## src/rtl/sdram_arb_pkg.sv

```systemverilog
// Shared types for the SDRAM port arbiter: FSM state encoding and read-port indices.
package sdram_arb_pkg;

  typedef enum logic [1:0] {
    IDLE = 2'd0,
    WR   = 2'd1,
    RD   = 2'd2,
    WAIT = 2'd3
  } arb_state_t;

  localparam int PORT_CPU  = 0;
  localparam int PORT_SND  = 1;
  localparam int PORT_TILE = 2;
  localparam int PORT_SPR  = 3;

  // Pointer width that stays legal for a single-port build.
  function automatic int ptr_width(input int n);
    return (n > 1) ? $clog2(n) : 1;
  endfunction

endpackage

```

## src/rtl/rr_picker.sv

```systemverilog
// Round-robin picker: first set bit of pend at or after ptr, wrapping NPORTS-1 -> 0.
module rr_picker #(
  parameter int NPORTS = 4,
  parameter int PW     = 2
) (
  input  logic [NPORTS-1:0] pend,
  input  logic [PW-1:0]     ptr,
  output logic [PW-1:0]     grant,
  output logic              any
);

  int idx;

  // Walk offsets from farthest to nearest so the nearest pending port wins.
  always_comb begin
    grant = '0;
    any   = |pend;
    idx   = 0;
    for (int k = NPORTS - 1; k >= 0; k--) begin
      idx = int'(ptr) + k;
      if (idx >= NPORTS) idx = idx - NPORTS;
      if (pend[idx]) grant = PW'(idx);
    end
  end

endmodule

```

## src/rtl/sdram_port_arbiter.sv

```systemverilog
// Shares one SDRAM controller between the ROM downloader (absolute priority) and NPORTS
// round-robin read ports. Optional per-port read cache: define SDRAM_ARB_CACHE_EN.
module sdram_port_arbiter
  import sdram_arb_pkg::*;
#(
  parameter int NPORTS = 4,
  parameter int AW     = 23,
  parameter int DW     = 16
) (
  input  logic                 clk_sys,
  input  logic                 reset,
  input  logic                 rom_download,
  input  logic                 dl_wr,
  input  logic [AW-1:0]        dl_addr,
  input  logic [DW-1:0]        dl_data,
  output logic                 dl_ovf,
  input  logic [NPORTS-1:0]    port_req,
  input  logic [NPORTS*AW-1:0] port_addr,
  output logic [NPORTS-1:0]    port_ack,
  output logic [DW-1:0]        port_dout,
  output logic                 sd_req,
  output logic                 sd_we,
  output logic [AW-1:0]        sd_addr,
  output logic [DW-1:0]        sd_din,
  input  logic                 sd_rdy,
  input  logic                 sd_valid,
  input  logic [DW-1:0]        sd_dout,
  output logic [1:0]           state_dbg
);

  localparam int PW = ptr_width(NPORTS);

  // Controller handshake: a command is presented by holding sd_req with sd_we/sd_addr/sd_din
  // frozen until the cycle sd_rdy is high; read data comes back later on a sd_valid cycle.
  arb_state_t        state, state_nx;
  logic [NPORTS-1:0] pend, miss_req, req_vec;
  logic [AW-1:0]     pend_addr [NPORTS];
  logic [PW-1:0]     rr_ptr, grant, pick;
  logic              pick_any;
  logic [AW-1:0]     pick_addr;
  logic              dl_full;
  logic [AW-1:0]     dl_buf_addr;
  logic [DW-1:0]     dl_buf_data;
  logic              start_wr, start_rd, wr_accept, rd_done;
  logic              hit_any;
  logic [PW-1:0]     hit_idx;
  logic [DW-1:0]     hit_data;

  assign req_vec   = pend | miss_req;
  assign pick_addr = miss_req[pick] ? port_addr[pick*AW +: AW] : pend_addr[pick];
  assign start_wr  = (state == IDLE) && dl_full;
  assign start_rd  = (state == IDLE) && !dl_full && !rom_download && pick_any;
  assign wr_accept = (state == WR) && sd_rdy;
  assign rd_done   = (state == WAIT) && sd_valid;
  assign state_dbg = state;

  rr_picker #(.NPORTS(NPORTS), .PW(PW)) u_picker (
    .pend  (req_vec),
    .ptr   (rr_ptr),
    .grant (pick),
    .any   (pick_any)
  );

`ifdef SDRAM_ARB_CACHE_EN
  logic [NPORTS-1:0] tag_vld, hit;
  logic [AW-1:0]     tag   [NPORTS];
  logic [DW-1:0]     cdata [NPORTS];

  // One hit served per cycle (lowest port); a hit colliding with a read return or another
  // hit falls back to a normal SDRAM read so port_dout is never contended.
  always_comb begin
    hit     = '0;
    hit_any = 1'b0;
    hit_idx = '0;
    if (!rd_done) begin
      for (int i = NPORTS - 1; i >= 0; i--) begin
        if (port_req[i] && tag_vld[i] && tag[i] == port_addr[i*AW +: AW]) begin
          hit_any = 1'b1;
          hit_idx = PW'(i);
        end
      end
    end
    if (hit_any) hit[hit_idx] = 1'b1;
  end

  assign miss_req = port_req & ~hit;
  assign hit_data = cdata[hit_idx];

  always_ff @(posedge clk_sys) begin
    if (reset || dl_wr || wr_accept) begin
      tag_vld <= '0;
    end else if (rd_done) begin
      tag_vld[grant] <= 1'b1;
      tag[grant]     <= sd_addr;
      cdata[grant]   <= sd_dout;
    end
  end
`else
  assign hit_any  = 1'b0;
  assign hit_idx  = '0;
  assign hit_data = '0;
  assign miss_req = port_req;
`endif

  always_comb begin
    state_nx = state;
    sd_req   = 1'b0;
    sd_we    = 1'b0;
    case (state)
      IDLE: begin
        if (start_wr)      state_nx = WR;
        else if (start_rd) state_nx = RD;
      end
      WR: begin
        sd_req = 1'b1;
        sd_we  = 1'b1;
        if (sd_rdy) state_nx = IDLE;
      end
      RD: begin
        sd_req = 1'b1;
        if (sd_rdy) state_nx = WAIT;
      end
      WAIT: begin
        if (sd_valid) state_nx = IDLE;
      end
      default: state_nx = IDLE;
    endcase
  end

  always_ff @(posedge clk_sys) begin
    if (reset) begin
      state       <= IDLE;
      rr_ptr      <= '0;
      grant       <= '0;
      pend        <= '0;
      dl_full     <= 1'b0;
      dl_ovf      <= 1'b0;
      dl_buf_addr <= '0;
      dl_buf_data <= '0;
      port_ack    <= '0;
      port_dout   <= '0;
      sd_addr     <= '0;
      sd_din      <= '0;
      for (int i = 0; i < NPORTS; i++) pend_addr[i] <= '0;
    end else begin
      state    <= state_nx;
      port_ack <= '0;

      // A new strobe wins over completion so it is never lost.
      for (int i = 0; i < NPORTS; i++) begin
        if (miss_req[i]) begin
          pend[i]      <= 1'b1;
          pend_addr[i] <= port_addr[i*AW +: AW];
        end else if (rd_done && grant == PW'(i)) begin
          pend[i] <= 1'b0;
        end
      end

      if (start_wr) begin
        sd_addr <= dl_buf_addr;
        sd_din  <= dl_buf_data;
      end else if (start_rd) begin
        sd_addr <= pick_addr;
        grant   <= pick;
      end

      if (rd_done) begin
        port_dout       <= sd_dout;
        port_ack[grant] <= 1'b1;
        rr_ptr          <= (grant == PW'(NPORTS - 1)) ? '0 : grant + 1'b1;
      end else if (hit_any) begin
        port_dout         <= hit_data;
        port_ack[hit_idx] <= 1'b1;
      end

      // Single-entry download buffer; a write landing in the accept cycle refills it.
      if (dl_wr && dl_full && !wr_accept) begin
        dl_ovf <= 1'b1;
      end else if (dl_wr) begin
        dl_full     <= 1'b1;
        dl_buf_addr <= dl_addr;
        dl_buf_data <= dl_data;
      end else if (wr_accept) begin
        dl_full <= 1'b0;
      end
    end
  end

endmodule
```

## config.mk

```make
export PLATFORM = sky130hd
export DESIGN_NAME = sdram_port_arbiter
export DESIGN_NICKNAME = d
export VERILOG_FILES = /design/src/rtl/sdram_arb_pkg.sv /design/src/rtl/rr_picker.sv /design/src/rtl/sdram_port_arbiter.sv
export SDC_FILE = /design/constraint.sdc
export NUM_CORES = 1
export LEC_CHECK = 0
export BUFFER_PORTS_ARGS = -buffer_cell sky130_fd_sc_hd__buf_2
export CORE_ASPECT_RATIO = 0.5
export CORE_MARGIN = 4
export CORE_UTILIZATION = 49
export DETAILED_ROUTE_END_ITERATION = 6
export GPL_ROUTABILITY_DRIVEN = 0
export PLACE_DENSITY = 0.81
export RECOVER_POWER = 100
export SYNTH_ARGS = -nofsm -noshare
export SYNTH_HDL_FRONTEND = slang
export SYNTH_SLANG_ARGS = --single-unit
export TNS_END_PERCENT = 10
```

## constraint.sdc

```tcl
create_clock -name clk_sys -period 2.31 [get_ports clk_sys]
set_input_delay 0.693 -clock clk_sys [delete_from_list [all_inputs] [get_ports clk_sys]]
set_output_delay 0.693 -clock clk_sys [all_outputs]
set_load 0.05 [all_outputs]
```

==> results of run 1 <==
[final timing paths]
check | cells past startpoint | from | slack (ps) | end
max | 7 | port_req[2] | 110 | sd_addr[12]$_SDFFE_PP0P_
min | 3 | sd_dout[13] | 450 | port_dout[13]$_SDFFE_PP0P_
max reg2reg | 8 | state_dbg[1]$_SDFFE_PP0P_ | 250 | dl_buf_addr[2]$_SDFFE_PP0P_
min reg2reg | 2 | dl_buf_data[15]$_SDFFE_PP0P_ | 450 | sd_din[15]$_SDFFE_PP0P_
[cell usage after synthesis (all sizes together) (2+ instances only)]
library cell / instances / area [um2]
mux2: 46 / 529
nor2b: 5 / 31.3
edfxtp: 92 / 2760
a22oi: 23 / 173
dfxtp: 110 / 2200
o21bai: 2 / 15.0
o21ai: 2 / 10.0
o221ai: 23 / 226
and2: 94 / 588
nand2: 150 / 563
clkbuf: 52 / 195
nand2b: 3 / 18.8
a21oi: 82 / 410
inv: 5 / 18.8
o211ai: 23 / 173
nor3: 2 / 10.0
and3: 5 / 36.3
nor2: 21 / 78.8
mux2i: 71 / 711
or2: 5 / 31.3
ha: 9 / 113
buf: 16 / 105
nand4: 23 / 144
[final cells by class]
cell class | instances | area share (%)
flip-flops and latches | 202 | 44.5
repair buffers | 249 | 11.2
well taps | 259 | 2.90
clock buffers | 25 | 5.11
clock inverters | 8 | 0.729
multi-input cells | 601 | 35.4
inverters | 5 | 0.168
[power by group through the flow]
stage / logic, mW / clock network (mW) / registers [mW]
floorplan: 1.13 / 0 / 4.68
CTS: 2.22 / 3.29 / 4.23
detailed placement: 2.21 / 0 / 4.31
global placement: 2.16 / 0 / 4.29
global route: 2.32 / 3.46 / 4.27
finish: 2.17 / 3.25 / 4.24
[per-stage QoR]
stage / utilization (%) / power [mW] / hold slack [ps] / instances
CTS: 61.4 / 9.74 / 435 / 1349
global placement: 57.9 / 6.45 / 437 / 1316
detailed placement: 57.9 / 6.52 / 443 / 1316
floorplan: - / 5.81 / 432 / 876
finish: 60.5 / 9.65 / 447 / 1349
global route: 60.5 / 10.0 / 438 / 1349
[flip-flops by register name, indices dropped and copies added, names as in the netlist]
signal       count
dl_buf_addr     23
dl_buf_data     16
dl_full          1
dl_ovf           1
grant            2
pend             4
pend_addr       92
port_ack         4
port_dout       16
rr_ptr           2
sd_addr         23
sd_din          16
state_dbg        2
[worst min-delay path, delay by kind of cell]
family / cells / cell delay (ps)
buffers and inverters: 1 / 90
AOI/OAI and AO/OA: 1 / 50
and+or+nand+nor: 1 / 40
[cell families (layout without fill, tap and decap cells)]
group	count (synthesis)	after routing	share of synthesized area, %
simple gates	311	311	16.4
compound gates	164	164	11.7
buf+inv	73	287	3.45
flops	202	202	53.7
mux	117	117	13.4
fa+ha+maj	9	9	1.22
[routing by layer]
layer / vias to the layer above / part of all wire (%) / GRT usage (%)
met5: - / 0 / 0
met4: 0 / 3.8 / 8.76
met3: 61 / 7.8 / 4.90
met2: 314 / 47 / 37.9
met1: 3526 / 41 / 30.4
li1: 3550 / - / -
==> metrics.yaml, run 1 <==
status: "completed"
p_int_mw: 6.62
place.port_buffers: 220
ant_nets: 0
final.setup.worst_slack_ps: 106
vias: 7451
ys_warn_count: 0
clockPowerShare_pct: 33.6
max_stage_delay_ps: 480
post-route-min-period_ps: 2200
clkLatencyLatePin_ps: 490
fill_cells: 1512
totalWireLength_um: 26100
start_kind: "primary input"
die_w_um: 202
tns_ps: 0
period_share_pct: 95.4
tightest_slew_ps: 1410
multi_input_area_mm2: 0.00395
final_cell_mix: "buf_2, nand2_1, dfxtp_1, edfxtp_1, a21oi_1"
routed_via_density: 5.52
hold_path.class: "in2reg"
cellPowerDensity_mw_per_mm2: 865
synthesis.nets: 1042
ir_drop_mv: 0.439
ys_types: 42
rows: 35
routedWlPerCell_um: 19.3
crit_family: "buffers and inverters"
fin_skew_ps: 15.0
drt_iter0_markers: 646
grt-ovfl-total: 0
diodes: 0
worstSetupPathType: "in2reg"
synth_area_per_cell_um2: 10.5
async_flop_share_pct: 0
setup_viol: 0
cts_hold_buf: 0
synth.ff_latch_count: 202
cts_tree: "yes"
synthesis.area_mm2: 0.00924
p_switching_mw: 3.03
grt_start_max_net_pins: 107
cp_max_fo: 13
swShare_pct: 31.4
pwr-share-seq_pct: 43.9
route.detailed.drc: 0
antenna_found_initial: 0
post_cts.resized_instances: 0
hold_violations: 0
dieArea_mm2: 0.0213
clkTransAtPathRegs_ps: 70
final_common_cell: "buf_2"
dr.pass1.iters: 5
crit_buf_inv: 4
cp_cell_sequence: "clkbuf_1, clkbuf_1, clkbuf_2, clkbuf_2, mux2i_1, mux2_1, o221ai_2"
yosysSeqAreaShare_pct: 53.7
p_comb_share_pct: 22.5
grt_pass1_wl_um: 39200
drive_above_1_share_pct: 24.0
stdcell_area_mm2: 0.0112
seq_area_mm2: 0.00497
p_leak_nw: 4.42
start_util_pct: 50.1
fin_nets: 1244
root_buffer: "clkbuf_16"
rsz0062_at_grt: "no"
clock-sinks: 202
dpl_cell_area_mm2: 0.0107
htreeDepth: 1
coreArea_mm2: 0.0184
place_hpwl_um: 19200
cts_setup_buffers: 0
synth_enable_flop_cells: 92
areaGrowthSynthToFinish_pct: 20.8
ioPinCount: 221
report.final.slew_viol_count: 0
drv_cap: 0
crit_required_ps: 2670
syn_inst: 876
grt_usage_pct: 23.2
critPathArrivalTime_ps: 2570
postSynth.topFlopCell: "dfxtp_1"
dp_worst_setup_slack_ps: -141
grt_pass1_vias: 7188
die-height_um: 105
fmaxAchievable_mhz: 454
cts_made_buffers: 19
crit_path_end_kind: "flop"
cpMaxStageDelayCell: "clkbuf_2"
cts_buffer_depth: 3
slew_headroom_pct: 5.96
No activity file was read; power rests on OpenSTA's default activity.
==> inputs of run 2 (changes only) <==
--- a/config.mk
+++ b/config.mk
@@ -11,6 +11,7 @@
 export CORE_UTILIZATION = 49
 export DETAILED_ROUTE_END_ITERATION = 6
 export GPL_ROUTABILITY_DRIVEN = 0
+export GPL_TIMING_DRIVEN = 0
 export PLACE_DENSITY = 0.81
 export RECOVER_POWER = 100
 export SYNTH_ARGS = -nofsm -noshare
==> run 2 against run 1 <==
Against the previous run:
- the flow now finishes with violations (negative setup slack)
- utilization is 0.43 points higher
- highest routed layer unchanged
- via count is 2.4% higher
- combinational power is 2% higher
- power is 0.62% lower
- largest cell class unchanged
- largest power group unchanged
==> metrics.yaml, run 2 (synthesis gave the netlist of run 1 again) <==
final.setup.worst_slack_ps: -2.76
reg2reg_from: "pend[1]$_SDFFE_PP0P_"
place.port_buffers: 218
p_leak_nw: 4.41
cpMaxStageDelayCell: "o211ai_1"
crit_family: "simple AND/OR/NAND/NOR gates"
hold_depth: 3
hp-start: "dl_data[10]"
grt_pass1_vias: 7350
r2r-end: "sd_addr[13]$_SDFFE_PP0P_"
die_w_um: 202
drv_cap: 0
rows: 35
cts_tree: "yes"
top_register: "pend_addr"
critPathArrivalTime_ps: 2660
routed_via_density: 5.51
hold_violations: 0
fill_cells: 1514
setup_viol: 1
hold_end: "dl_buf_data[10]$_SDFFE_PP0P_"
largest_reg_flops: 92
clkLatencyLatePin_ps: 490
final_cell_mix: "buf_2, nand2_1, clkbuf_1, dfxtp_1, edfxtp_1"
report.final.slew_viol_count: 0
r2r_cells: 8
place_hpwl_um: 20000
ff2ff_setup_slack_ps: 40
cellPowerDensity_mw_per_mm2: 854
dieArea_mm2: 0.0213
cp_max_fo: 19
coreArea_mm2: 0.0184
antenna_found_initial: 1
final_common_cell: "buf_2"
start_util_pct: 50.1
hold_path.class: "in2reg"
crit_path_end_kind: "flop"
grt_pass1_wl_um: 40000
post-route-min-period_ps: 2310
ioPinCount: 221
drt_iter0_markers: 632
max_stage_delay_ps: 350
fin_skew_ps: 10.3
totalWireLength_um: 26600
cts_buffer_depth: 3
total_power_mw: 9.59
hold_ws_ps: 441
cp_common_cell: "buf_6"
ant_nets: 0
vias: 7630
dr.pass1.iters: 5
die-height_um: 105
areaGrowthSynthToFinish_pct: 21.7
violations: "negative setup slack"
period_share_pct: 100
routedWlPerCell_um: 19.2
top_regs: "pend_addr: 92 flops, dl_buf_addr: 23 flops, sd_addr: 23 flops"
status: "finished, violations left"
grt_usage_pct: 23.6
fmaxAchievable_mhz: 432
cp_cell_sequence: "buf_6, or2_4, or3_4, buf_6, and3_4, buf_12, clkbuf_2, o211ai_1, o221ai_2"
htreeDepth: 1
rsz0062_at_grt: "yes"
clkTransAtPathRegs_ps: 70
drive_above_1_share_pct: 23.6
start_kind: "primary input"
cts_made_buffers: 19
grt-ovfl-total: 0
grt_start_max_net_pins: 24
worstSetupPathType: "in2reg"
cts_setup_buffers: 0
crit_required_ps: 2660
ir_drop_mv: 0.423
fin_nets: 1280
slew_headroom_pct: 42.6
crit_buf_inv: 4
tightest_slew_ps: 861
cts_hold_buf: 0
route.detailed.drc: 0
root_buffer: "clkbuf_16"
clock-sinks: 202
==> run 2: cell types whose count changed in the layout (fill, tap and decap cells not counted), sizes merged <==
cell	delta
buf	-3
clkbuf	+37
diode	+1
inv	+2
==> run 2: metal layers <==
layer | global-route usage [%] | vias up | part of all wire (%)
met5 | 0 | - | 0
met4 | 6.24 | 0 | 2.7
met3 | 5.46 | 53 | 8.0
met2 | 38.3 | 291 | 46
met1 | 32.3 | 3666 | 43
li1 | - | 3620 | -
==> run 2: power breakdown <==
| part | internal, mW | switching [mW] | leakage, nW | total [mW] |
|---|---|---|---|---|
| sequential | 4.07 | 0.171 | 1.89 | 4.24 |
| combinational | 0.691 | 1.52 | 2.22 | 2.21 |
| clock | 1.75 | 1.40 | 0.308 | 3.14 |
==> run 2: layout make-up <==
type / instances / area, um2 / area share [%]
Sequential cell: 202 / 4970 / 44.2
Multi-Input combinational cell: 601 / 4000 / 35.6
Timing Repair Buffer: 218 / 1010 / 9.00
Clock buffer: 23 / 522 / 4.64
Tap cell: 259 / 324 / 2.88
Buffer: 67 / 305 / 2.72
Clock inverter: 10 / 87.6 / 0.779
Inverter: 5 / 18.8 / 0.167
Antenna cell: 1 / 2.50 / 0.0223
==> run 2: worst register-to-register path: stages (launching register included) <==
cell and delay (ps):
dfxtp_1 330, or2_4 230, or3_4 340, buf_6 150, and3_4 190, buf_12 160, clkbuf_2 240, o211ai_1 360
o221ai_2 140
==> run 2: what timing repair did <==
action	4_1_cts	5_1_grt
gates resized for setup	7	14
pin swaps	1	2
gates cloned	0	0
endpoints found under the setup margin	31	31
==> run 2: metrics by stage <==
stage / setup WS (ps) / cell area [um2] / cells / util (%) / setup TNS (ps)
final: -2.76 / 11200 / 1386 / 61.0 / -2.76
after CTS: -11.1 / 11300 / 1386 / 61.3 / -11.1
after global routing: -87.8 / 11200 / 1386 / 61.0 / -1510
after floorplan: -123 / 9250 / 876 / - / -2260
after detailed placement: -638 / 10700 / 1353 / 57.8 / -35830
after global placement: -605 / 10700 / 1353 / 57.8 / -28690
==> run 2: worst max path at each step <==
stage | from | end | slack [ps] | depth (start not counted)
after floorplan | port_req[1] | sd_addr[11]$_SDFFE_PP0P_ | -120 | 10
after global placement | port_req[2] | sd_addr[13]$_SDFFE_PP0P_ | -610 | 8
after detailed placement | port_req[2] | sd_addr[12]$_SDFFE_PP0P_ | -640 | 8
after CTS | pend[1]$_SDFFE_PP0P_ | sd_addr[19]$_SDFFE_PP0P_ | -10 | 9
after global routing | state_dbg[0]$_SDFFE_PP0P_ | sd_addr[6]$_SDFFE_PP0P_ | -90 | 7
final | port_req[1] | sd_addr[13]$_SDFFE_PP0P_ | -3 | 9
